### src/rtl/sram_burst_arbiter.sv
// Single-port SRAM arbiter between a host row port and a burst reader.
// Round-robin grant, combinational in the request cycle.
module sram_burst_arbiter #(
   parameter int BWIDTH = 256,
   parameter int AWIDTH = 10
) (
   input  logic              CLK,
   input  logic              RSTn,
   input  logic              H_REQ_in,
   input  logic              H_WEn_in,
   input  logic [AWIDTH-1:0] H_ADDR_in,
   input  logic [BWIDTH-1:0] H_BE_in,
   input  logic [BWIDTH-1:0] H_D_in,
   output logic              H_GNT_out,
   output logic              H_RVALID_out,
   output logic [BWIDTH-1:0] H_RDATA_out,
   input  logic              B_START_in,
   input  logic [AWIDTH-1:0] B_BASE_in,
   input  logic [AWIDTH:0]   B_LEN_in,
   output logic              B_BUSY_out,
   output logic              B_VALID_out,
   output logic [BWIDTH-1:0] B_DATA_out,
   output logic              B_DONE_out,
   output logic              SRAM_CSn_out,
   output logic              SRAM_WEn_out,
   output logic [AWIDTH-1:0] SRAM_ADDR_out,
   output logic [BWIDTH-1:0] SRAM_BE_out,
   output logic [BWIDTH-1:0] SRAM_D_out,
   input  logic [BWIDTH-1:0] SRAM_Q_in
);

   typedef enum logic {IDLE, BURST} state_t;

   state_t            state;
   state_t            state_nx;
   logic [AWIDTH-1:0] addr_q;
   logic [AWIDTH-1:0] addr_nx;
   logic [AWIDTH:0]   rem_q;
   logic [AWIDTH:0]   rem_nx;
   logic              last_burst_q;
   logic              h_rvalid_q;
   logic              b_valid_q;
   logic              b_done_q;
   logic              h_req;
   logic              b_req;
   logic              h_gnt;
   logic              b_gnt;
   logic              b_last;
   logic              zero_start;

   // Host request is masked while reset is held so no SRAM cycle leaks out.
   assign h_req = H_REQ_in & RSTn;
   assign b_req = (state == BURST);
   assign b_last = b_gnt && (rem_q == {{AWIDTH{1'b0}}, 1'b1});
   assign zero_start = (state == IDLE) && B_START_in &&
                       (B_LEN_in == '0);

   // Round-robin: on contention the side not granted last time wins.
   always_comb begin
      h_gnt = 1'b0;
      b_gnt = 1'b0;
      if (h_req && b_req) begin
         if (last_burst_q) h_gnt = 1'b1;
         else              b_gnt = 1'b1;
      end else begin
         h_gnt = h_req;
         b_gnt = b_req;
      end
   end

   // Next state, address counter and remaining-row count.
   always_comb begin
      state_nx = state;
      addr_nx  = addr_q;
      rem_nx   = rem_q;
      case (state)
         IDLE: begin
            if (B_START_in && (B_LEN_in != '0)) begin
               state_nx = BURST;
               addr_nx  = B_BASE_in;
               rem_nx   = B_LEN_in;
            end
         end
         BURST: begin
            if (b_gnt) begin
               addr_nx = addr_q + 1'b1;
               rem_nx  = rem_q - 1'b1;
               if (b_last) state_nx = IDLE;
            end
         end
         default: state_nx = IDLE;
      endcase
   end

   // FSM and burst counters.
   always_ff @(posedge CLK or negedge RSTn) begin
      if (!RSTn) begin
         state  <= IDLE;
         addr_q <= '0;
         rem_q  <= '0;
      end else begin
         state  <= state_nx;
         addr_q <= addr_nx;
         rem_q  <= rem_nx;
      end
   end

   // Last-grant flag and one-cycle response strobes.
   always_ff @(posedge CLK or negedge RSTn) begin
      if (!RSTn) begin
         last_burst_q <= 1'b1;
         h_rvalid_q   <= 1'b0;
         b_valid_q    <= 1'b0;
         b_done_q     <= 1'b0;
      end else begin
         if (h_gnt)      last_burst_q <= 1'b0;
         else if (b_gnt) last_burst_q <= 1'b1;
         h_rvalid_q <= h_gnt & H_WEn_in;
         b_valid_q  <= b_gnt;
         b_done_q   <= b_last | zero_start;
      end
   end

   // SRAM pin mux; idle pins are parked at inactive values.
   always_comb begin
      SRAM_CSn_out  = 1'b1;
      SRAM_WEn_out  = 1'b1;
      SRAM_ADDR_out = '0;
      SRAM_BE_out   = '0;
      SRAM_D_out    = '0;
      if (h_gnt) begin
         SRAM_CSn_out  = 1'b0;
         SRAM_WEn_out  = H_WEn_in;
         SRAM_ADDR_out = H_ADDR_in;
         SRAM_BE_out   = H_BE_in;
         SRAM_D_out    = H_D_in;
      end else if (b_gnt) begin
         SRAM_CSn_out  = 1'b0;
         SRAM_ADDR_out = addr_q;
      end
   end

   assign H_GNT_out    = h_gnt;
   assign H_RVALID_out = h_rvalid_q;
   assign H_RDATA_out  = h_rvalid_q ? SRAM_Q_in : '0;
   assign B_BUSY_out   = b_req;
   assign B_VALID_out  = b_valid_q;
   assign B_DATA_out   = b_valid_q ? SRAM_Q_in : '0;
   assign B_DONE_out   = b_done_q;

endmodule

### config.mk
export PLATFORM = sky130hd
export DESIGN_NAME = sram_burst_arbiter
export DESIGN_NICKNAME = d
export VERILOG_FILES = /design/src/rtl/sram_burst_arbiter.sv
export SDC_FILE = /design/constraint.sdc
export NUM_CORES = 1
export LEC_CHECK = 0
export BUFFER_PORTS_ARGS = -buffer_cell sky130_fd_sc_hd__buf_2
export CORE_AREA = 5 5 725 727
export CTS_CLUSTER_DIAMETER = 40
export DETAILED_ROUTE_END_ITERATION = 12
export DIE_AREA = 0 0 730 732
export PLACE_DENSITY = 0.3
export SLEW_MARGIN = 15
export SYNTH_ARGS = -nofsm -noshare
export SYNTH_HDL_FRONTEND = slang
export SYNTH_SLANG_ARGS = --single-unit
### constraint.sdc
create_clock -name CLK -period 2.3 [get_ports CLK]
set_input_delay 0.46 -clock CLK [delete_from_list [all_inputs] [get_ports CLK]]
set_output_delay 0.46 -clock CLK [all_outputs]
set_load 0.02 [all_outputs]
==> reports/metrics.yaml, run 1 <==
synthTopCellsByArea: "and2_1, dfrtp_1, clkbuf_1"
synth_cell_types: 47
lastStage: "global placement"
tool.error: "[ERROR GPL-0305] RePlAce diverged during gradient descent calculation, resulting in an invalid step length (Inf or NaN). This is often caused by numerical instability ..."
netlist_instances: 1321
ios: 1845
synth_fp_nets: 2128
die_w_um: 730
ys_top_cells_by_count: "and2_1, clkbuf_1, dfrtp_1, nand3_1, nor3_1"
yosysMostFrequentCell: "and2_1"
portBuffers: 1844
synth_area_per_cell_um2: 6.444
synth_seq_area_share: 0.07657
synth_edf_count: 0
async_flop_share: 1.000
status: "stopped before the end"
yosys.area.top_type: "and2_1"
ys.flop_type: "dfrtp_1"
synth_area_mm2: 0.008513
num_rows: 265
yosysWarnings: 0
initial_core_util: 0.01641
synth_top_area_frac: 0.7532
ys_ff_latch: 26
die_y_um: 732
kinds of logic after synthesis:
group,after synthesis,synth area share
and+or+nand+nor,1101,0.8026
muxes,2,0.002352
AOI/OAI and AO/OA,57,0.05409
DFF,26,0.07657
adders and majority gates,3,0.004410
buffers and inverters,132,0.05996
==> inputs of run 2 (changes only) <==
CTS_CLUSTER_DIAMETER = unset   (was 40)
PLACE_DENSITY = unset   (was 0.3)
PLACE_DENSITY_LB_ADDON = 0.15   (was unset)
==> run 2 against run 1 <==
The flow now finishes, with violations (setup timing). Synthesized cell count unchanged. Area after synthesis unchanged.
==> reports/metrics.yaml, run 2 <==
synth_seq_area_share: 0.07657
status: "finished with violations"
die_y_um: 732
grt_start_max_net_pins: 78
ys.flop_type: "dfrtp_1"
yosysWarnings: 0
clkTransAtPathRegs_ns: 0.11
gp_congestion: 0.9445
coreArea_mm2: 0.5189
r2r_setup_slack_ns: 0.22
drv_cap: 0
ir_drop_v: 0.0004218
yosys.area.top_type: "and2_1"
grt_pass1_wl_um: 462600
layout_commonest_cell: "buf_2"
worstPathMaxFanout: 15
stdcell_area_mm2: 0.03559
cp-end-kind: "output pin"
cpMostUsedCell: "buf_12"
vias: 20150
crit_chain: "inv_2 -> a21oi_4 -> buf_12 -> buf_16 -> buf_4 -> clkbuf_16 -> and2_2 -> buf_12"
num_rows: 265
violations: "setup timing"
ios: 1845
cts_sinks: 26
synthTopCellsByArea: "and2_1, dfrtp_1, clkbuf_1"
drive_gt1_frac: 0.6890
regArea_um2: 659.4
critPathSlowestCell: "dfstp_2"
top_register: "rem_q"
nNetsFinal: 3972
layout_min_cycle_time_ns: 2.555
worst_slack_ns: -0.2550
cpPeakStageDelay_ns: 0.54
synth_area_mm2: 0.008513
grt.total_usage: 0.1491
antenna_found_initial: 533
layout_common_cells: "buf_2, and2_1, buf_12, and2_4, buf_4"
r2r-start: "rem_q[0]$_DFFE_PN0P_"
dpl_cell_area_mm2: 0.03316
leakagePower_nw: 14.53
tightest_slew_ns: 0.9140
ys_top_cells_by_count: "and2_1, clkbuf_1, dfrtp_1, nand3_1, nor3_1"
crit_start: "last_burst_q$_DFFE_PN1N_"
hold_viol_final: 0
dp_hpwl_um: 400300
overflow: 0
finalSetupTns_ns: -67.29
cts-root-buf: "clkbuf_16"
setup_violations: 496
die_w_um: 730
clock_path_buffers: 2
rsz0062_at_grt: "yes"
skew_ns: 0.02453
hold_class: "in -> async"
fin_crit_sh: 1.111
synth_fp_nets: 2128
largestRegisters: "rem_q (11), addr_q (10)"
cts_tree: "yes"
cts_hold_buf: 0
p_per_area_mw_per_mm2: 382.5
initial_core_util: 0.01641
ys_ff_latch: 26
clk_latency_ns: 0.31
async_flop_share: 1.000
final_antenna_net_count: 0
drtPass1Iterations: 5
cp.arrival_ns: 2.10
drt-initial-drc-count: 1137
critical_path_class: "reg -> out"
grt_pass1_vias: 18870
drc: 0
fp.dieArea_mm2: 0.5344
fmax_mhz: 391.4
slew_headroom: 0.3907
synth_top_area_frac: 0.7532
syn2layout_area_growth_pct: 318.1
htreeDepth: 1
slew_violations: 0
routed_wl_um: 417900
netlist_instances: 1321
yosysMostFrequentCell: "and2_1"
numCtsBuffers: 3
crit_required_ns: 1.84
synth_area_per_cell_um2: 6.444
wl_per_cell_um: 40.36
dp_slack_ns: -0.5210
portBuffers: 1844
viasPerCell: 1.946
synth_cell_types: 47
multiInputGateArea_mm2: 0.007888
fill_cells: 61360
critical_path.startpoint_type: "flip-flop"
synth_edf_count: 0
largest_register_ffs: 11
-- run 2: cell counts after synthesis --
No cell type changed its count.
-- run 2: worst paths after layout --
check	end	depth (start not counted)
worst max register to register	rem_q[10]$_DFFE_PN0P_	6
worst min-delay path	addr_q[6]$_DFFE_PN0P_	3
min in group CLK	rem_q[2]$_DFFE_PN0P_	3
max in group asynchronous	B_VALID_out$_DFF_PN0_	3
worst max-delay path	SRAM_D_out[136]	8
worst min register to register	addr_q[8]$_DFFE_PN0P_	1
-- run 2: logic make-up after synthesis --
| group | after synthesis | synth area share |
|---|---|---|
| multiplexers | 2 | 0.002352 |
| AND/OR/NAND/NOR | 1101 | 0.8026 |
| flip-flops | 26 | 0.07657 |
| adder cells (fa/ha/maj) | 3 | 0.004410 |
| AO/OA/AOI/OAI | 57 | 0.05409 |
| buffers and inverters | 132 | 0.05996 |
-- run 2: critical path, delay by kind of cell (launching register included) --
kind	cells	cell delay [ns]
compound gates	1	0.13
buf+inv	6	0.87
flops	1	0.54
simple gates	1	0.21
-- run 2: report_power, final --
part,switching (W),total (W),internal [W],leakage (nW)
sequential,0.000332,0.000986,0.000654,0.305
combinational,0.00742,0.0120,0.00459,14.2
clock,0.000269,0.000619,0.000351,0.0527
total,0.00802,0.0136,0.00559,14.5
-- run 2: layout make-up --
type                            count  area share
Sequential cell                    26     0.01853
Clock buffer                        3    0.002109
Timing Repair Buffer             1963      0.4945
Antenna cell                      250     0.01758
Clock inverter                      1   0.0008436
Inverter                            8   0.0008436
Multi-Input combinational cell   1163      0.2216
Tap cell                         6942      0.2440
-- run 2: stage by stage --
step | total power [W] | std cells | hold WS, ns | utilization
2_1_floorplan | 0.004880 | 1321 | 0.1644 | -
3_3_place_gp | 0.01292 | 10070 | 0.5430 | 0.06391
3_5_place_dp | 0.01280 | 10070 | 0.5220 | 0.06391
4_1_cts | 0.01387 | 10090 | 0.3753 | 0.06602
5_1_grt | 0.01430 | 10230 | 0.3799 | 0.06797
6_report | 0.01361 | 10360 | 0.3224 | 0.06859
-- run 2: routing by layer --
metal	part of all wire	track usage	up-vias	wire length (um)
li1	-	-	8076	-
met1	0.37	0.1616	9299	153800
met5	0.0042	0	-	1773
met2	0.47	0.2534	1794	197900
met3	0.13	0.08904	710	56160
met4	0.020	0.02086	274	8246
-- run 2: what timing repair did --
| item | 4_1_cts | 5_1_grt |
|---|---|---|
| pin swaps | 23 | 33 |
| cloned | 7 | 6 |
| buffers inserted | 14 | 9 |
| endpoints found under the setup margin | 519 | 554 |
| gates resized for setup | 206 | 215 |
Power figures use the tool's default switching activity.
